<file path="config.mk">
export PLATFORM = sky130hd
export DESIGN_NAME = mul_arbiter
export DESIGN_NICKNAME = d
export VERILOG_FILES = /design/src/rtl/mul_arb_pkg.sv /design/src/rtl/mul_arbiter_rr_pick.sv /design/src/rtl/mul_arbiter.sv
export SDC_FILE = /design/constraint.sdc
export NUM_CORES = 1
export LEC_CHECK = 0
export ABC_CLOCK_PERIOD_IN_PS = 7100
export BUFFER_PORTS_ARGS = -buffer_cell sky130_fd_sc_hd__buf_2
export CAP_MARGIN = 20
export CORE_MARGIN = 2
export CORE_UTILIZATION = 35
export DETAILED_ROUTE_END_ITERATION = 10
export PLACE_DENSITY = 0.58
export SYNTH_ARGS = -nofsm -noshare
export SYNTH_HDL_FRONTEND = slang
export SYNTH_HIERARCHICAL = 1
export SYNTH_SLANG_ARGS = --single-unit
</file>
<file path="constraint.sdc">
create_clock -name clk -period 7.1 [get_ports clk]
set_input_delay 1.42 -clock clk [delete_from_list [all_inputs] [get_ports clk]]
set_output_delay 1.42 -clock clk [all_outputs]
set_load 0.05 [all_outputs]
</file>
<file path="src/rtl/mul_arb_pkg.sv">
// Shared types and defaults for the multiplier arbiter: FSM encoding and
// default sizing.
package mul_arb_pkg;

    localparam int N_DEF       = 4;
    localparam int W_DEF       = 8;
    localparam int TIMEOUT_DEF = 64;

    typedef enum logic [2:0] {
        ST_IDLE    = 3'd0,
        ST_START   = 3'd1,
        ST_WAIT_LO = 3'd2,
        ST_WAIT_HI = 3'd3,
        ST_DONE    = 3'd4
    } state_t;

    function automatic int idx_w(input int n);
        return (n > 1) ? $clog2(n) : 1;
    endfunction

endpackage

</file>
<file path="src/rtl/mul_arbiter_rr_pick.sv">
// Combinational round-robin picker: first set request scanning upward from
// ptr+1 (mod N), returned both one-hot and as an index.
module rr_pick
    import mul_arb_pkg::*;
#(
    parameter int N  = N_DEF,
    parameter int IW = idx_w(N)
) (
    input  logic [N-1:0]  req_i,
    input  logic [IW-1:0] ptr_i,
    output logic [N-1:0]  gnt_o,
    output logic [IW-1:0] idx_o
);

    logic          found;
    logic [IW-1:0] cand;

    always_comb begin
        gnt_o = '0;
        idx_o = '0;
        found = 1'b0;
        cand  = '0;
        // k = N lands back on ptr itself, so the last owner ranks last
        for (int k = 1; k <= N; k++) begin
            cand = IW'((int'(ptr_i) + k) % N);
            if (!found && req_i[cand]) begin
                found       = 1'b1;
                gnt_o[cand] = 1'b1;
                idx_o       = cand;
            end
        end
    end

endmodule

</file>
<file path="src/rtl/mul_arbiter.sv">
// Shares one external sequential multiplier between N requesters with
// round-robin arbitration and a timeout-guarded start/ready sequence.
//
//   state      | meaning
//   -----------+----------------------------------------------------------
//   ST_IDLE    | no op in flight; arbitrate and latch winner's operands
//   ST_START   | mul_start pulse to the multiplier
//   ST_WAIT_LO | wait for mul_ready low (start accepted), timeout guarded
//   ST_WAIT_HI | wait for mul_ready high, capture product, timeout guarded
//   ST_DONE    | done pulse to the owner; grant released on exit
module mul_arbiter
    import mul_arb_pkg::*;
#(
    parameter int N       = N_DEF,
    parameter int W       = W_DEF,
    parameter int TIMEOUT = TIMEOUT_DEF
) (
    input  logic             clk,
    input  logic             reset,
    input  logic [N-1:0]     req,
    input  logic [N*W-1:0]   a_in,
    input  logic [N*W-1:0]   b_in,
    output logic [N-1:0]     grant,
    output logic [N-1:0]     done,
    output logic [2*W-1:0]   result,
    output logic             busy,
    output logic             err,
    output logic             mul_start,
    output logic [W-1:0]     mul_a,
    output logic [W-1:0]     mul_b,
    input  logic             mul_ready,
    input  logic [2*W-1:0]   mul_out
);

    localparam int IW = idx_w(N);
    localparam int CW = $clog2(TIMEOUT + 1);
    localparam logic [CW-1:0] TO_LOAD = CW'(TIMEOUT - 1);

    state_t          state_q, state_d;
    logic [N-1:0]    grant_q, grant_d;
    logic [IW-1:0]   ptr_q, ptr_d;
    logic [W-1:0]    a_q, a_d;
    logic [W-1:0]    b_q, b_d;
    logic [2*W-1:0]  result_q, result_d;
    logic            err_q, err_d;
    logic [CW-1:0]   cnt_q, cnt_d;

    logic [N-1:0]    pick_gnt;
    logic [IW-1:0]   pick_idx;

    rr_pick #(
        .N  (N),
        .IW (IW)
    ) u_pick (
        .req_i (req),
        .ptr_i (ptr_q),
        .gnt_o (pick_gnt),
        .idx_o (pick_idx)
    );

    always_ff @(posedge clk or posedge reset) begin
        if (reset) begin
            state_q  <= ST_IDLE;
            grant_q  <= '0;
            ptr_q    <= IW'(N - 1);
            a_q      <= '0;
            b_q      <= '0;
            result_q <= '0;
            err_q    <= 1'b0;
            cnt_q    <= '0;
        end else begin
            state_q  <= state_d;
            grant_q  <= grant_d;
            ptr_q    <= ptr_d;
            a_q      <= a_d;
            b_q      <= b_d;
            result_q <= result_d;
            err_q    <= err_d;
            cnt_q    <= cnt_d;
        end
    end

    always_comb begin
        state_d  = state_q;
        grant_d  = grant_q;
        ptr_d    = ptr_q;
        a_d      = a_q;
        b_d      = b_q;
        result_d = result_q;
        err_d    = err_q;
        cnt_d    = cnt_q;

        case (state_q)
            ST_IDLE: begin
                if (|req) begin
                    grant_d = pick_gnt;
                    ptr_d   = pick_idx;
                    a_d     = a_in[pick_idx*W +: W];
                    b_d     = b_in[pick_idx*W +: W];
                    state_d = ST_START;
                end
            end
            ST_START: begin
                cnt_d   = TO_LOAD;
                state_d = ST_WAIT_LO;
            end
            ST_WAIT_LO: begin
                if (!mul_ready) begin
                    cnt_d   = TO_LOAD;
                    state_d = ST_WAIT_HI;
                end else if (cnt_q == '0) begin
                    err_d    = 1'b1;
                    result_d = '0;
                    state_d  = ST_DONE;
                end else begin
                    cnt_d = cnt_q - CW'(1);
                end
            end
            ST_WAIT_HI: begin
                if (mul_ready) begin
                    result_d = mul_out;
                    state_d  = ST_DONE;
                end else if (cnt_q == '0) begin
                    err_d    = 1'b1;
                    result_d = '0;
                    state_d  = ST_DONE;
                end else begin
                    cnt_d = cnt_q - CW'(1);
                end
            end
            ST_DONE: begin
                grant_d = '0;
                state_d = ST_IDLE;
            end
            default: begin
                grant_d = '0;
                state_d = ST_IDLE;
            end
        endcase
    end

    assign grant     = grant_q;
    assign done      = (state_q == ST_DONE) ? grant_q : '0;
    assign result    = result_q;
    assign busy      = (state_q != ST_IDLE);
    assign err       = err_q;
    assign mul_start = (state_q == ST_START);
    assign mul_a     = a_q;
    assign mul_b     = b_q;

endmodule

</file>
==> results of run 1 <==
==> critical path, cell delays in order, from the launching register on <==
cell,delay [ns]
dfstp_2,0.75
inv_1,0.18
ha_1,0.51
nor2b_1,0.14
a22oi_1,0.21
o211ai_1,0.12
a21oi_2,0.15
buf_4,0.32
mux4_2,0.54
mux2_1,0.29
==> registers in the layout, summed over array words and instances, names as in the netlist <==
name	count
result	16
mul_a	8
mul_b	8
cnt_q	7
grant	4
state_q	3
ptr_q	2
err	1
==> cell type report <==
cell class | instances | area, sq um
clock buffers | 6 | 72.57
clock inverters | 2 | 38.79
fillers | 835 | 4766
inverters | 10 | 37.54
multi-input cells | 175 | 1677
flip-flops and latches | 49 | 1229
well taps | 108 | 135.1
repair buffers | 132 | 680.7
==> stage by stage <==
stage          hold WS, ns  instances  util, %  worst slack (ns)  cell area (sq um)
2_1_floorplan       0.5175        252        -             3.613               3077
3_3_place_gp        0.4605        473    43.29             3.547               3739
3_5_place_dp        0.4569        473    43.29             3.492               3739
4_1_cts             0.4822        481    44.58             3.742               3850
5_1_grt             0.5163        482    44.81             3.498               3870
6_report            0.4758        482    44.81             3.764               3870
==> final timing paths <==
path | slack [ns] | startpoint | end
setup / recovery | 3.76 | ptr_q[0] | mul_b[2]
hold / removal | 0.48 | err | err
setup reg to reg | 3.76 | ptr_q[0] | mul_b[2]
hold reg to reg | 0.48 | err | err
max in group asynchronous | 5.50 | reset | grant[3]
min in group asynchronous | 1.09 | reset | mul_b[7]
==> layout by cell type, fill, tap and decap left out, types with 3 or more instances in the layout <==
cell type / count
dfrtp_1: 47
o21ai_0: 12
buf_2: 129
nand2_1: 15
inv_1: 9
nor2_1: 11
nor3b_1: 3
a22o_2: 7
mux2_1: 5
nor2b_1: 5
o211ai_1: 3
mux2i_1: 5
a221o_2: 4
and3_1: 4
mux4_2: 18
a22o_1: 10
a22oi_1: 3
ha_1: 10
clkbuf_8: 5
mux2_2: 14
a21oi_1: 6
==> metal layers <==
| layer | part of all wire [%] | GRT usage, % | up-vias |
|---|---|---|---|
| met5 | 0 | 0 | - |
| met4 | 0.67 | 3.846 | 0 |
| met3 | 6.7 | 3.722 | 6 |
| met2 | 51 | 26.74 | 94 |
| met1 | 42 | 18.67 | 1206 |
| li1 | - | - | 1194 |
==> synthesized netlist by cell type, drive strengths merged (3+ instances only) <==
library cell,instances
buf,14
mux2,19
nor3b,5
mux2i,5
nor2b,5
dfrtp,47
a22oi,3
mux4,18
inv,10
a221o,4
nor3,4
ha,10
nor2,12
a21oi,8
nand2,15
o21ai,14
and3,4
clkbuf,4
o211ai,3
a22o,17
==> where the power goes <==
part | switching [W] | internal, W
registers | 0.000104 | 0.000407
clock network | 0.0000931 | 0.000106
logic | 0.000742 | 0.000460
==> cells by family after synthesis <==
family / count (synthesis) / share of synthesized area [%]
muxes: 42 / 21.76
and+or+nand+nor: 59 / 12.16
AOI/OAI and AO/OA: 63 / 15.94
DFF: 49 / 39.93
buffers and inverters: 28 / 5.856
xor gates and xnor gates: 1 / 0.2847
adders and majority gates: 10 / 4.067
==> metrics, run 1 <==
hold-critical path depth 1; H-tree levels 2; initial antenna violation count 0; setup TNS 0 ns; top area cells in the synthesized netlist dfrtp_1, mux4_2, mux2_2, ha_1, a22o_1; total gr overflow 0; min Tclk post-route 3.336 ns; total CTS buffers 5; Synth Instances about 250; crit share post-route 46.99%; # DRC 0; Pwr Total 0.001912 W; clk_skew about 0.012 ns; min-delay worst type register to register; crit path capture type register; Worst Reg-to-Reg Cells 9; clk_lat worst skew roughly 0.30 ns; Die W 97.76 um; Area growth, synth to finish 25.78%; final WL 7.164 mm; Worst EP required roughly 7.3 ns; DR vias/cell 5.187; port buffer count 129; Die Y 97.76 um; core area approximately 8600 sq um; synth warn 6; worst vdd ir about 210 uV; row count 34; max-cap violations 0; clock root cell clkbuf_8; synthesized area per cell 12.21 sq um; Leakage Power 1.833 nW; gr usage total 15.14%; Slew Limit Headroom 58.02%; status finished clean; number of global-route vias before repair roughly 2500; Routed Antenna Nets 0; Synthesized Nets 349; Die Area roughly 9600 sq um; Final #Nets 470; CTS Hold Buffers Added 0; register bit total from synthesis slightly below 50; CP startpoint kind register; share of cells above drive strength 1 around 53%; Post-synth ARST share 100.0%; Worst-path clk slew 0.09 ns; global placer's final weighted congestion about 0.79; postcts setup bufs 0; Final Hold Fails 0; Worst-Margin Slew 0.6298 ns; total I/O pin count 130; DR iter-0 viols 41; via count 2500; dominant synthesized flop cell dfrtp_1; Yosys top cell area share 38.23%; Post-Syn Area 3077 sq um; TritonCTS clock tree done; antenna cell count 0; post-synthesis sequential area ratio about 40%; post-CTS sizing 0; cell taking the most area after synthesis dfrtp_1; Slew Limit Fails 0; largest net degree at the start of global routing 50; Max Buffers Root-to-Sink 2; PD cells 494.1 nW/um^2; Worst Path Arrival 3.52 ns; setup violators final 0; half-perimeter wire length after placement 5.412 mm; worst-path fanout max 20; DR WL/cell 14.86 um; Post-synth EDFFs 0; CTS sink cnt 49; Initial Util a little over a third; fmax 299.7 MHz; Unique masters post-synth 60; Crit Path Class register to register; RSZ-0062 raised after global routing no; TritonRoute pass-1 iters 5; first-pass GRT wire length around 12 mm
Power figures use the tool's default switching activity.
==> run 2, diff against run 1 <==
--- a/config.mk
+++ b/config.mk
@@ -5,13 +5,14 @@
 export SDC_FILE = /design/constraint.sdc
 export NUM_CORES = 1
 export LEC_CHECK = 0
-export ABC_CLOCK_PERIOD_IN_PS = 7100
+export ABC_AREA = 1
+export ABC_CLOCK_PERIOD_IN_PS = 2800
 export BUFFER_PORTS_ARGS = -buffer_cell sky130_fd_sc_hd__buf_2
 export CAP_MARGIN = 20
 export CORE_MARGIN = 2
 export CORE_UTILIZATION = 35
 export DETAILED_ROUTE_END_ITERATION = 10
-export PLACE_DENSITY = 0.58
+export PLACE_DENSITY = 0.59
 export SYNTH_ARGS = -nofsm -noshare
 export SYNTH_HDL_FRONTEND = slang
 export SYNTH_HIERARCHICAL = 1
==> constraint.sdc (replaced) <==
create_clock -name clk -period 2.8 [get_ports clk]
set_input_delay 0.56 -clock clk [delete_from_list [all_inputs] [get_ports clk]]
set_output_delay 0.56 -clock clk [all_outputs]
set_load 0.05 [all_outputs]
==> run 2 against run 1 <==
Compared with the run above: sequential power grew 150%; flip-flop and latch count unchanged; total power increased to 3.3 times the previous value; count of clock-buffer cells in the layout shrank 1; register-to-register slack lost 3.6 ns; combinational power increased to 3.9 times the previous value; clock skew grew 0.0029 ns; area after synthesis rose by 5.8%.
==> metrics, run 2 <==
met2 wire len ~4.2 mm; antenna cell count 0; max reg flops 16; top area cells in the synthesized netlist dfrtp_1, nand2_1, nor2_1, o21ai_0, nand3_1; Crit-path slowest cell dfstp_2; Routed met3 length 559 um; Leakage Power between 2 and 2.5 nW; Crit Path Class register to register; setup TNS 0 ns; Final #Nets 706; hold_ws 0.2190 ns; clk_skew about 0.015 ns; synth warn 6; Area growth, synth to finish 29.10%; setup violators final 0; Synth Instances 473; Setup WS post-layout 0.1933 ns; total I/O pin count 130; Routed Antenna Nets 0; half-perimeter wire length after placement 6.730 mm; Synthesized Nets 570; # DRC 0; dominant synthesized flop cell dfrtp_1; gr usage total 18.22%; crit path capture type register; Worst Path Arrival roughly 2.8 ns; worst vdd ir 692.3 uV; CTS sink cnt 49; Worst-Margin Slew 0.4351 ns; DR top layer met4; post-placement cell count 707; min-delay worst type input pin to asynchronous set/reset pin; crit share post-route 93.09%; clock root cell clkbuf_8; synthesized area per cell 6.880 sq um; met1 WL 3.952 mm; commonest non-fill, non-tap cells in the layout nand2_1, buf_2, nor2_1, dfrtp_1, o21ai_0; register bit total from synthesis 49; Max Buffers Root-to-Sink 2; row count 35; CP startpoint kind register; worst-path fanout max 11; total gr overflow 0; TritonRoute pass-1 iters 4; DR WL/cell roughly 12 um; Worst EP required between 3 and 4 ns; core area 9109 sq um; Post-Syn Area roughly 3300 sq um; pre-CTS WS 0.09100 ns; largest net degree at the start of global routing 41; DR iter-0 viols roughly 110; Slew Limit Fails 0; total CTS buffers 5; PD cells ~1500 nW/um^2; Yosys top cell area share 36.14%; CTS Hold Buffers Added 0; Slew Limit Headroom approximately 70%; status finished clean; Post-synth ARST share 100.0%; Final Hold Fails 0; most common cell after layout, fill and taps aside nand2_1; cell family with most CP delay simple AND/OR/NAND/NOR gates; cell taking the most area after synthesis dfrtp_1; DR vias/cell 4.619; most frequent CP cell nand2_1; Initial Util 35.73%; placed cell area 4019 sq um; Post-Layout Cell Count 721; Die W ~100 um; global placer's final weighted congestion 0.9461; post-synthesis sequential area ratio between 30% and 40%; Die Area 10090 sq um; Post-synth EDFFs 0; Worst-path clk slew 0.11 ns; fmax roughly 380 MHz; Fill cells 952; Cell Chain, Critical Path inv_8 -> ha_4 -> inv_2 -> nand3_1 -> nand2_1 -> nand2_1 -> nor2_2 -> nor2_1 -> nor2_2 -> clkinvlp_4 -> buf_4 -> o21ai_0 -> o21ai_0 -> nand2_1 -> nand2_1; number of global-route vias before repair roughly 3200; CP peak stage delay about 0.60 ns; via count approximately 3300; max-cap violations 0; min Tclk post-route 2.607 ns; H-tree levels 2; first-pass GRT wire length between 10 and 15 mm; port buffer count 129; initial antenna violation count 0; Post-synth top cells nand2_1, nor2_1, dfrtp_1, o21ai_0, inv_1; Unique masters post-synth 32; final WL 8.737 mm; clk_lat worst skew approximately 0.32 ns; Post-Layout Inst Area 4202 sq um; Worst Path Buf+Inv 4; most frequent cell after synthesis nand2_1; share of cells above drive strength 1 31.97%; Die Y 100.4 um; TritonCTS clock tree done
[run 2: cell types whose count changed after synthesis, moves of 13 or more]
cell / delta
inv_1: +25
o21ai_0: +35
nand2_1: +142
nor2_1: +52
mux4_2: -18
mux2_2: -14
nand2_2: +13
nand3_1: +30
[run 2: worst paths after layout]
path	startpoint	to	slack, ns	cells after the start
setup / recovery	ptr_q[0]	mul_a[5]	0.19	15
hold / removal	reset	result[8]	0.22	2
setup reg to reg	ptr_q[0]	mul_a[5]	0.19	15
hold reg to reg	result[13]	result[13]	0.48	2
max in group asynchronous	reset	ptr_q[1]	1.92	3
min in group clk	mul_out[8]	result[8]	0.43	3
[run 2: worst reg2reg max path: stages, from the launching register on]
cell and delay [ns]:
dfstp_2 0.60, inv_8 0.07, ha_4 0.26, inv_2 0.10, nand3_1 0.09, nand2_1 0.10
nand2_1 0.09, nor2_2 0.10, nor2_1 0.06, nor2_2 0.21, clkinvlp_4 0.25, buf_4 0.20
o21ai_0 0.14, o21ai_0 0.13, nand2_1 0.08, nand2_1 0.05
[run 2: final cells by class]
| cell class | count | area [sq um] | share of cell area (%) |
|---|---|---|---|
| Inverter | 42 | 168.9 | 4.020 |
| Clock inverter | 3 | 33.78 | 0.8040 |
| Sequential cell | 49 | 1229 | 29.24 |
| Clock buffer | 5 | 68.82 | 1.638 |
| Timing Repair Buffer | 144 | 774.5 | 18.43 |
| Multi-Input combinational cell | 367 | 1788 | 42.55 |
| Tap cell | 111 | 138.9 | 3.306 |
[run 2: kinds of logic (layout without fill, tap and decap cells)]
| logic type | count (synthesis) | in the layout | share of synthesized area, % |
|---|---|---|---|
| AOI/OAI and AO/OA | 71 | 71 | 11.38 |
| and+or+nand+nor | 285 | 285 | 38.91 |
| adders and majority gates | 10 | 10 | 3.845 |
| xor gates and xnor gates | 1 | 1 | 0.2692 |
| DFF | 49 | 49 | 37.75 |
| buffers and inverters | 57 | 194 | 7.843 |
[run 2: per-layer routing]
layer / up-vias / GRT usage [%]
met5: - / 0
met4: 0 / 3.688
met3: 4 / 4.387
met2: 91 / 31.34
met1: 1482 / 23.37
li1: 1753 / -
[run 2: stage by stage]
step           power (W)  utilization, %
3_3_place_gp    0.005634           44.12
3_5_place_dp    0.005682           44.12
4_1_cts         0.006163           45.25
2_1_floorplan   0.004690               -
6_report        0.006398           46.13
5_1_grt         0.007066           46.13
[run 2: timing repair]
| action | 4_1_cts | 5_1_grt |
|---|---|---|
| buffers inserted | 0 | 5 |
| setup endpoints to repair | 0 | 16 |
| gates resized for setup | 0 | 20 |
[run 2: report_power, final]
part | switching [W] | internal (W)
sequential | 0.000215 | 0.00105
clock | 0.000274 | 0.000187
combinational | 0.00319 | 0.00148
==> run 3, diff against run 2 <==
--- a/config.mk
+++ b/config.mk
@@ -13,6 +13,7 @@
 export CORE_UTILIZATION = 35
 export DETAILED_ROUTE_END_ITERATION = 10
 export PLACE_DENSITY = 0.59
+export RECOVER_POWER = 100
 export SYNTH_ARGS = -nofsm -noshare
 export SYNTH_HDL_FRONTEND = slang
 export SYNTH_HIERARCHICAL = 1
==> run 3 against run 2 <==
Compared with the run above: core utilization is 0.99 points lower; critical path type unchanged; via count hardly changed; flip-flop and latch count stayed put; critical path depth stayed put; register-to-register slack hardly changed; largest cell class unchanged; first-iteration DRC count is 7.5% lower; sequential share of layout area is 0.64 points higher; fmax hardly changed; clock skew is 0.0023 ns lower; non-clock buffer count stayed put; die area stayed put; final cell count stayed put.
==> metrics, run 3 (synthesis gave the netlist of run 2 again) <==
CP startpoint kind register; first-pass GRT wire length 14.87 mm; Slew Limit Headroom 26.69%; number of global-route vias before repair 3234; Worst-path clk slew between 0.1 and 0.15 ns; CTS Hold Buffers Added 0; worst-path fanout max 11; Slew Limit Fails 0; min-delay worst type input pin to asynchronous set/reset pin; area of the multi-input gates between 1500 and 2000 sq um; Routed Antenna Nets 0; clk_lat worst skew 0.31 ns; most common cell after layout, fill and taps aside nand2_1; antenna cell count 0; Final Hold Fails 0; Die Area 10090 sq um; max reg flops 16; TritonCTS clock tree done; status finished clean; Worst Path Arrival 2.82 ns; DR iter-0 viols 99; via count 3333; initial antenna violation count 0; row count 35; Crit Path Class register to register; # DRC 0; fmax 383.7 MHz; min Tclk post-route 2.606 ns; Post-Layout Inst Area 4111 sq um; core area 9109 sq um; placed cell area around 4000 sq um; clk_skew ~0.013 ns; Worst-Margin Slew roughly 1.1 ns; port buffer count 129; max-cap violations 0; share of cells above drive strength 1 23.28%; TritonRoute pass-1 iters 5; half-perimeter wire length after placement 6.730 mm; CTS sink cnt between 40 and 50; Fill cells 984; DR vias/cell 4.623; clock root cell clkbuf_8; Worst EP required 3.01 ns; total gr overflow 0; FF/Latch Area ~1200 sq um; Final #Nets roughly 700; commonest non-fill, non-tap cells in the layout nand2_1, buf_2, nor2_1, dfrtp_1, clkbuf_1; crit path capture type register; gr usage total about 18%; hold_ws 0.3538 ns; Die Y roughly 100 um; global placer's final weighted congestion 0.9461; H-tree levels 2; Initial Util 35.73%; Die W 100.4 um; Max Buffers Root-to-Sink 2; Area growth, synth to finish 26.34%; crit share post-route 93.08%; DR WL/cell 12.06 um; final WL between 8 and 9 mm; setup violators final 0; largest net degree at the start of global routing about 40; total I/O pin count 130; total CTS buffers 5
run 3: layout make-up:
type / count / area share [%]
Clock inverter: 3 / 0.8217
Clock buffer: 5 / 1.674
Timing Repair Buffer: 144 / 17.38
Multi-Input combinational cell: 367 / 42.76
Inverter: 42 / 4.108
Tap cell: 111 / 3.378
Sequential cell: 49 / 29.88
run 3: path summary, 6_finish.rpt:
check                                start          to  slack [ns]  cells after the start
worst max-delay path              ptr_q[0]    mul_a[5]        0.19                     15
worst min-delay path                 reset   result[5]        0.35                      2
worst max register to register    ptr_q[0]    mul_a[5]        0.19                     15
worst min register to register  result[13]  result[13]        0.48                      2
max in group asynchronous            reset    mul_a[6]        1.11                      3
min in group clk                mul_out[8]   result[8]        0.44                      3
run 3: critical path, stage by stage, from the launching register on:
cell	delay, ns
dfstp_2	0.60
inv_8	0.07
ha_4	0.26
inv_2	0.10
nand3_1	0.09
nand2_1	0.10
nand2_1	0.09
nor2_2	0.10
nor2_1	0.06
nor2_2	0.21
clkinvlp_4	0.25
buf_4	0.19
o21ai_0	0.14
o21ai_0	0.13
nand2_1	0.08
nand2_1	0.05
run 3: routing by layer:
metal	global-route usage (%)	share of wire (%)	wire length (um)
met3	4.387	5.6	491
met1	23.37	45	3949
met2	31.34	48	4202
met4	3.688	0.63	55
met5	0	0	0
run 3: metrics by stage:
step                      utilization (%)  std cells  setup TNS (ns)  worst slack (ns)
after floorplan                         -        473               0            0.2201
after global placement              44.12        707               0            0.1092
after detailed placement            44.12        707               0           0.09100
after CTS                           45.25        715               0           0.06303
after global routing                45.14        721       -0.004708         -0.003227
final                               45.14        721               0            0.1936
run 3: timing repair:
item | CTS | global route
resized for setup | 0 | 20
setup endpoints to repair | 0 | 16
setup buffers | 0 | 5
Power of run 3 is left out: the tool's default activity adds up to more than one toggle a clock period on the data nets, which glitch-free logic cannot reach.
